[src/rtl/fetch_pkg.sv]
// Shared types and constants for the instruction fetch unit and its BTB.
//   XLEN            : address width
//   BTB_IDX_W/TAG_W : index/tag widths for the default 16-entry BTB
//   btb_entry_t     : one BTB entry (valid, tag, target, 2-bit counter)
//   CTR_*           : 2-bit saturating counter encodings
package fetch_pkg;

    localparam int unsigned XLEN            = 32;
    localparam int unsigned BTB_ENTRIES_DEF = 16;
    localparam int unsigned BTB_IDX_W       = $clog2(BTB_ENTRIES_DEF);
    localparam int unsigned BTB_TAG_W       = XLEN - BTB_IDX_W - 2;
    // Tag field is sized for the smallest legal table (4 entries) so one
    // struct serves every BTB_ENTRIES; unused upper tag bits stay zero.
    localparam int unsigned BTB_TAG_MAX_W   = XLEN - 2 - 2;

    typedef logic [1:0] ctr_t;

    localparam ctr_t CTR_STRONG_NT = 2'b00;
    localparam ctr_t CTR_WEAK_NT   = 2'b01;
    localparam ctr_t CTR_WEAK_T    = 2'b10;
    localparam ctr_t CTR_STRONG_T  = 2'b11;

    typedef struct packed {
        logic                     valid;
        logic [BTB_TAG_MAX_W-1:0] tag;
        logic [XLEN-1:0]          target;
        ctr_t                     ctr;
    } btb_entry_t;

    // Tag of a PC for a table with idx_w index bits, zero-extended.
    function automatic logic [BTB_TAG_MAX_W-1:0] btb_tag(
        input logic [XLEN-1:0] pc,
        input int unsigned     idx_w
    );
        return BTB_TAG_MAX_W'(pc >> (idx_w + 2));
    endfunction

    // Saturating 2-bit counter step.
    function automatic ctr_t ctr_step(input ctr_t c, input logic taken);
        ctr_t r;
        r = c;
        if (taken) begin
            if (c != CTR_STRONG_T) r = c + 2'd1;
        end else begin
            if (c != CTR_STRONG_NT) r = c - 2'd1;
        end
        return r;
    endfunction

endpackage

[src/rtl/fetch_unit_branch_target_buffer.sv]
// Direct-mapped branch target buffer with 2-bit direction counters.
//   clk, rst                     : clock, async active-high reset
//   lookup_pc                    : PC to predict for
//   hit, taken, target           : lookup result (pre-update contents)
//   upd_valid/pc/target/taken    : resolved control-transfer update
module branch_target_buffer
    import fetch_pkg::*;
#(
    parameter int unsigned ENTRIES = 16
) (
    input  logic            clk,
    input  logic            rst,
    input  logic [XLEN-1:0] lookup_pc,
    output logic            hit,
    output logic            taken,
    output logic [XLEN-1:0] target,
    input  logic            upd_valid,
    input  logic [XLEN-1:0] upd_pc,
    input  logic [XLEN-1:0] upd_target,
    input  logic            upd_taken
);

    localparam int unsigned IDX_W = $clog2(ENTRIES);

    btb_entry_t table_q [ENTRIES];

    logic [IDX_W-1:0] lk_idx;
    logic [IDX_W-1:0] upd_idx;
    btb_entry_t       lk_entry;
    btb_entry_t       upd_entry;
    logic             upd_hit;
    logic             wr_en;
    btb_entry_t       wr_entry;

    // Lookup reads the registered table, so a same-cycle update is not visible.
    always_comb begin
        lk_idx   = lookup_pc[IDX_W+1:2];
        lk_entry = table_q[lk_idx];
        hit      = lk_entry.valid && (lk_entry.tag == btb_tag(lookup_pc, IDX_W));
        taken    = hit && lk_entry.ctr[1];
        target   = lk_entry.target;
    end

    // Update: train on hit, allocate only on a taken miss.
    always_comb begin
        upd_idx   = upd_pc[IDX_W+1:2];
        upd_entry = table_q[upd_idx];
        upd_hit   = upd_entry.valid && (upd_entry.tag == btb_tag(upd_pc, IDX_W));
        wr_en     = 1'b0;
        wr_entry  = upd_entry;
        if (upd_valid) begin
            if (upd_hit) begin
                wr_en        = 1'b1;
                wr_entry.ctr = ctr_step(upd_entry.ctr, upd_taken);
                if (upd_taken) wr_entry.target = upd_target;
            end else if (upd_taken) begin
                wr_en           = 1'b1;
                wr_entry.valid  = 1'b1;
                wr_entry.tag    = btb_tag(upd_pc, IDX_W);
                wr_entry.target = upd_target;
                wr_entry.ctr    = CTR_WEAK_T;
            end
        end
    end

    // Table storage.
    always_ff @(posedge clk or posedge rst) begin
        if (rst) begin
            for (int i = 0; i < int'(ENTRIES); i++) begin
                table_q[i] <= '0;
            end
        end else if (wr_en) begin
            table_q[upd_idx] <= wr_entry;
        end
    end

endmodule

[src/rtl/fetch_unit.sv]
// Instruction fetch: PC register, next-PC selection, BTB prediction,
// slot-invalid flag and performance counters.
//   clk, rst                       : clock, async active-high reset
//   pipeline_en                    : 1 = advance, 0 = hold PC
//   ex_redirect_valid/pc           : execute-stage correction
//   ex_update_*                    : BTB training from execute
//   imem_addr                      : next PC to synchronous-read imem
//   if_pc, if_predicted_pc         : PC on imem output and its prediction
//   if_pred_valid/taken, if_flush  : BTB hit, predicted taken, slot invalid
//   perf_fetch_count/redirect_count: saturating event counters
module fetch_unit
    import fetch_pkg::*;
#(
    parameter logic [31:0]  RESET_PC    = 32'h0000_0000,
    parameter int unsigned  BTB_ENTRIES = 16
) (
    input  logic        clk,
    input  logic        rst,
    input  logic        pipeline_en,
    input  logic        ex_redirect_valid,
    input  logic [31:0] ex_redirect_pc,
    input  logic        ex_update_valid,
    input  logic [31:0] ex_update_pc,
    input  logic [31:0] ex_update_target,
    input  logic        ex_update_taken,
    output logic [31:0] imem_addr,
    output logic [31:0] if_pc,
    output logic [31:0] if_predicted_pc,
    output logic        if_pred_valid,
    output logic        if_pred_taken,
    output logic        if_flush,
    output logic [31:0] perf_fetch_count,
    output logic [31:0] perf_redirect_count
);

    logic [XLEN-1:0] pc_q;
    logic            flush_q;
    logic [31:0]     fetch_cnt_q;
    logic [31:0]     redir_cnt_q;
    logic [XLEN-1:0] pc_plus4;
    logic [XLEN-1:0] next_pc;
    logic            btb_hit;
    logic            btb_taken;
    logic [XLEN-1:0] btb_target;
    logic            fetch_event;

    branch_target_buffer #(
        .ENTRIES (BTB_ENTRIES)
    ) u_btb (
        .clk        (clk),
        .rst        (rst),
        .lookup_pc  (pc_q),
        .hit        (btb_hit),
        .taken      (btb_taken),
        .target     (btb_target),
        .upd_valid  (ex_update_valid),
        .upd_pc     (ex_update_pc),
        .upd_target (ex_update_target),
        .upd_taken  (ex_update_taken)
    );

    assign pc_plus4 = pc_q + 32'd4;

    // Next-PC priority: reset, redirect, stall, predicted taken, sequential.
    always_comb begin
        next_pc = pc_plus4;
        if (rst) begin
            next_pc = RESET_PC;
        end else if (ex_redirect_valid) begin
            next_pc = ex_redirect_pc;
        end else if (!pipeline_en) begin
            next_pc = pc_q;
        end else if (btb_taken) begin
            next_pc = btb_target;
        end
    end

    assign fetch_event = pipeline_en && !ex_redirect_valid && !flush_q;

    // PC, flush flag and counters; flush marks the slot after reset or redirect.
    always_ff @(posedge clk or posedge rst) begin
        if (rst) begin
            pc_q        <= RESET_PC;
            flush_q     <= 1'b1;
            fetch_cnt_q <= '0;
            redir_cnt_q <= '0;
        end else begin
            pc_q    <= next_pc;
            flush_q <= ex_redirect_valid;
            if (fetch_event && (fetch_cnt_q != 32'hFFFF_FFFF)) begin
                fetch_cnt_q <= fetch_cnt_q + 32'd1;
            end
            if (ex_redirect_valid && (redir_cnt_q != 32'hFFFF_FFFF)) begin
                redir_cnt_q <= redir_cnt_q + 32'd1;
            end
        end
    end

    assign imem_addr           = next_pc;
    assign if_pc               = pc_q;
    assign if_pred_valid       = btb_hit;
    assign if_pred_taken       = btb_taken;
    assign if_predicted_pc     = btb_taken ? btb_target : pc_plus4;
    assign if_flush            = flush_q;
    assign perf_fetch_count    = fetch_cnt_q;
    assign perf_redirect_count = redir_cnt_q;

endmodule
[config.mk]
export PLATFORM = sky130hd
export DESIGN_NAME = fetch_unit
export DESIGN_NICKNAME = d
export VERILOG_FILES = /design/src/rtl/fetch_pkg.sv /design/src/rtl/fetch_unit_branch_target_buffer.sv /design/src/rtl/fetch_unit.sv
export SDC_FILE = /design/constraint.sdc
export NUM_CORES = 2
export LEC_CHECK = 0
export ABC_CLOCK_PERIOD_IN_PS = 33700
export BUFFER_PORTS_ARGS = -buffer_cell sky130_fd_sc_hd__buf_2
export CORE_UTILIZATION = 57
export DETAILED_ROUTE_END_ITERATION = 7
export GPL_ROUTABILITY_DRIVEN = 1
export GPL_TIMING_DRIVEN = 0
export MAX_ROUTING_LAYER = met4
export PLACE_DENSITY = 0.89
export SLEW_MARGIN = 20
export SYNTH_ARGS = -nofsm -noshare
export SYNTH_HDL_FRONTEND = slang
export SYNTH_SLANG_ARGS = --single-unit
[constraint.sdc]
create_clock -name clk -period 33.7 [get_ports clk]
set_clock_uncertainty 0.05 [all_clocks]
set_input_delay 3.37 -clock clk [delete_from_list [all_inputs] [get_ports clk]]
set_output_delay 3.37 -clock clk [all_outputs]
set_load 0.01 [all_outputs]
==> flow_metrics.env <==
export IMPL_tightest_slew_ns=1.42
export IMPL_vdd_ir_drop_max_mv=0.0549
export IMPL_syn_nets=4204
export IMPL_ys_ff_latch=1105
export IMPL_cts_resized=0
export IMPL_regArea_um2=27700
export IMPL_clock_fmax_mhz=84.2
export IMPL_htree_levels=3
export IMPL_final_core_util=0.651
export IMPL_avgRoutedWirePerCell_um=36.5
export IMPL_status="finished, violations left"
export IMPL_grt_usage=0.423
export IMPL_multi_input_area_um2=30600
export IMPL_fillers=6981
export IMPL_rsz0062_at_grt="no"
export IMPL_ant_nets=0
export IMPL_crit_top_cell="clkbuf_1"
export IMPL_cpPeakStageDelay_ns=0.98
export IMPL_hold_viol=0
export IMPL_hold_buffers=0
export IMPL_place_gp_congestion=1.09
export IMPL_drive_gt1_frac=0.467
export IMPL_via_count=45400
export IMPL_rows=118
export IMPL_yosysTopAreaCellShare=0.460
export IMPL_cp_max_fo=10
export IMPL_synth_most_common_cell="dfrtp_1"
export IMPL_cts_setup_buffers=0
export IMPL_async_flop_share=1.00
export IMPL_hold_slack_ns=0.437
export IMPL_layout_nets=4613
export IMPL_io_buffers=258
export IMPL_syn_cell_area_um2=60100
export IMPL_root_buffer="clkbuf_16"
export IMPL_clk_latency_ns=0.74
export IMPL_grt_pass1_vias=46300
export IMPL_ys_warnings_count=0
export IMPL_path_clk_slew_ns=0.06
export IMPL_power_density_nw_per_um2=56.3
export IMPL_dp_hpwl_um=147000
export IMPL_chipWidth_um=327
export IMPL_critical_path_class="reg -> out"
export IMPL_grt_pass1_wl_um=315000
export IMPL_dieArea_um2=107000
export IMPL_postSynthCellCount=4099
export IMPL_grt_max_degree=37
export IMPL_start_kind="register"
export IMPL_cts_sinks=1105
export IMPL_avgViaCountPerCell=7.56
export IMPL_io_pins=265
export IMPL_violations="design-rule violations"
export IMPL_synth_distinct_cells=76
export IMPL_relSlewSlack=0.0529
export IMPL_slowest_stage="clkbuf_1"
export IMPL_p_total_mw=3.81
export IMPL_tritoncts="done"
export IMPL_placed_area_um2=63900
export IMPL_die_height_um=327
export IMPL_avgSynthCellArea_um2=14.7
export IMPL_yosys_top_cells_count="dfrtp_1, mux2_2, mux4_2"
export IMPL_start_util=0.577
export IMPL_synth_edf_count=0
export IMPL_yosys_area_top_type="dfrtp_1"
export IMPL_clock_tree_buffer_depth=3
export IMPL_cap_violations=0
export IMPL_synthTopCellsByArea="dfrtp_1, mux4_2, mux2_2"
export IMPL_final_cell_area_um2=67700
export IMPL_area_growth_pct=12.7
export IMPL_drc=19
export IMPL_drt_initial_drc_count=7472
export IMPL_core_area_um2=104000
export IMPL_final_max_slew_viol_count=0
export IMPL_critPathArrivalTime_ns=8.45
export IMPL_gr_total_overflow=0
export IMPL_totalWireLength_um=219000
export IMPL_yosysSeqAreaShare=0.460
export IMPL_fin_setup_tns_ns=0
export IMPL_antenna_found_initial=18
export IMPL_crit_chain="clkbuf_1, clkbuf_1, buf_1, clkbuf_1, mux4_2, mux2i_1, xor2_1, nand4_1, o21ai_0, nor4bb_1, nand4b_1, clkbuf_1, mux2_2, a21o_1, buf_2"
export IMPL_hold_path_class="reg -> reg"
export IMPL_fin_crit_sh=0.352
export IMPL_end_kind="output pin"
export IMPL_ys_flop_type="dfrtp_1"
export IMPL_drt_first_pass_iters=8
export IMPL_crit_required_ns=30.28
export IMPL_setup_viol=0
export IMPL_cts_buffers=111
export IMPL_power_leakage_nw=30.7
export IMPL_period_needed_ns=11.87
[power by group]
part,switching [mW],internal (mW)
clock network,0.559,0.733
logic,0.429,0.407
registers,0.168,1.52
[cell type report]
| type | instances | area share |
|---|---|---|
| Clock inverter | 39 | 0.00709 |
| Inverter | 37 | 0.00211 |
| Multi-Input combinational cell | 2594 | 0.452 |
| Antenna cell | 19 | 0.000702 |
| Buffer | 363 | 0.0265 |
| Timing Repair Buffer | 296 | 0.0302 |
| Clock buffer | 164 | 0.0478 |
| Tap cell | 1380 | 0.0255 |
| Sequential cell | 1105 | 0.408 |
[final timing paths]
kind | startpoint | slack (ns) | cells after the start | end
worst max register to register | if_pc[3]$_DFF_PP0_ | 25.93 | 14 | if_pc[26]$_DFF_PP0_
worst min-delay path | perf_fetch_count[24]$_DFFE_PP0P_ | 0.44 | 1 | perf_fetch_count[24]$_DFFE_PP0P_
min in group asynchronous | rst | 2.79 | 2 | if_pc[1]$_DFF_PP0_
worst max-delay path | if_pc[3]$_DFF_PP0_ | 21.83 | 15 | imem_addr[26]
max in group asynchronous | rst | 29.06 | 7 | if_flush$_DFF_PP1_
worst min register to register | perf_fetch_count[24]$_DFFE_PP0P_ | 0.44 | 1 | perf_fetch_count[24]$_DFFE_PP0P_
[stage by stage]
step	worst slack (ns)	std cells
finish	21.83	5997
detailed placement	23.34	5773
CTS	22.54	5976
floorplan	10.53	4099
global route	22.15	5996
global placement	4.29	5737
[routing by layer]
metal,wire length (um),GRT usage,vias up
met5,0,-,-
met1,70800,0.487,22900
met4,19800,0.303,0
met3,36100,0.202,1469
li1,-,-,16600
met2,92200,0.574,4433
[sequential cells by signal, indices dropped and copies added, names as in the netlist]
register	count
perf_redirect_count	32
u_btb.table_q	1008
perf_fetch_count	32
if_flush	1
if_pc	32
[critical path, delay by kind of cell (launching register included)]
kind	cells	cell delay, ns
buffers and inverters	6	3.84
multiplexers	3	1.55
AND/OR/NAND/NOR	3	0.92
flip-flops	1	0.77
AO/OA/AOI/OAI	2	0.40
XOR/XNOR	1	0.19
[layout by cell type, fill, tap and decap left out, drive strengths merged, types with 46 or more instances in the layout]
cell type and instances:
nand2 98, mux2 1028, buf 473, a22oi 46, nor2 58, clkbuf 350, dfrtp 1104, mux2i 186
xnor2 109, mux4 492, a22o 46
[kinds of logic (layout without fill, tap and decap cells)]
group / count (synthesis) / in the layout / share of synthesized area
AOI/OAI and AO/OA: 264 / 264 / 0.0330
xor gates and xnor gates: 152 / 152 / 0.0222
adders and majority gates: 3 / 3 / 0.000625
buffers and inverters: 400 / 899 / 0.0315
DFF: 1105 / 1105 / 0.460
muxes: 1706 / 1706 / 0.408
other: 0 / 19 / 0
and+or+nand+nor: 469 / 469 / 0.0447
Note: power is estimated with default switching activity, not from simulation.
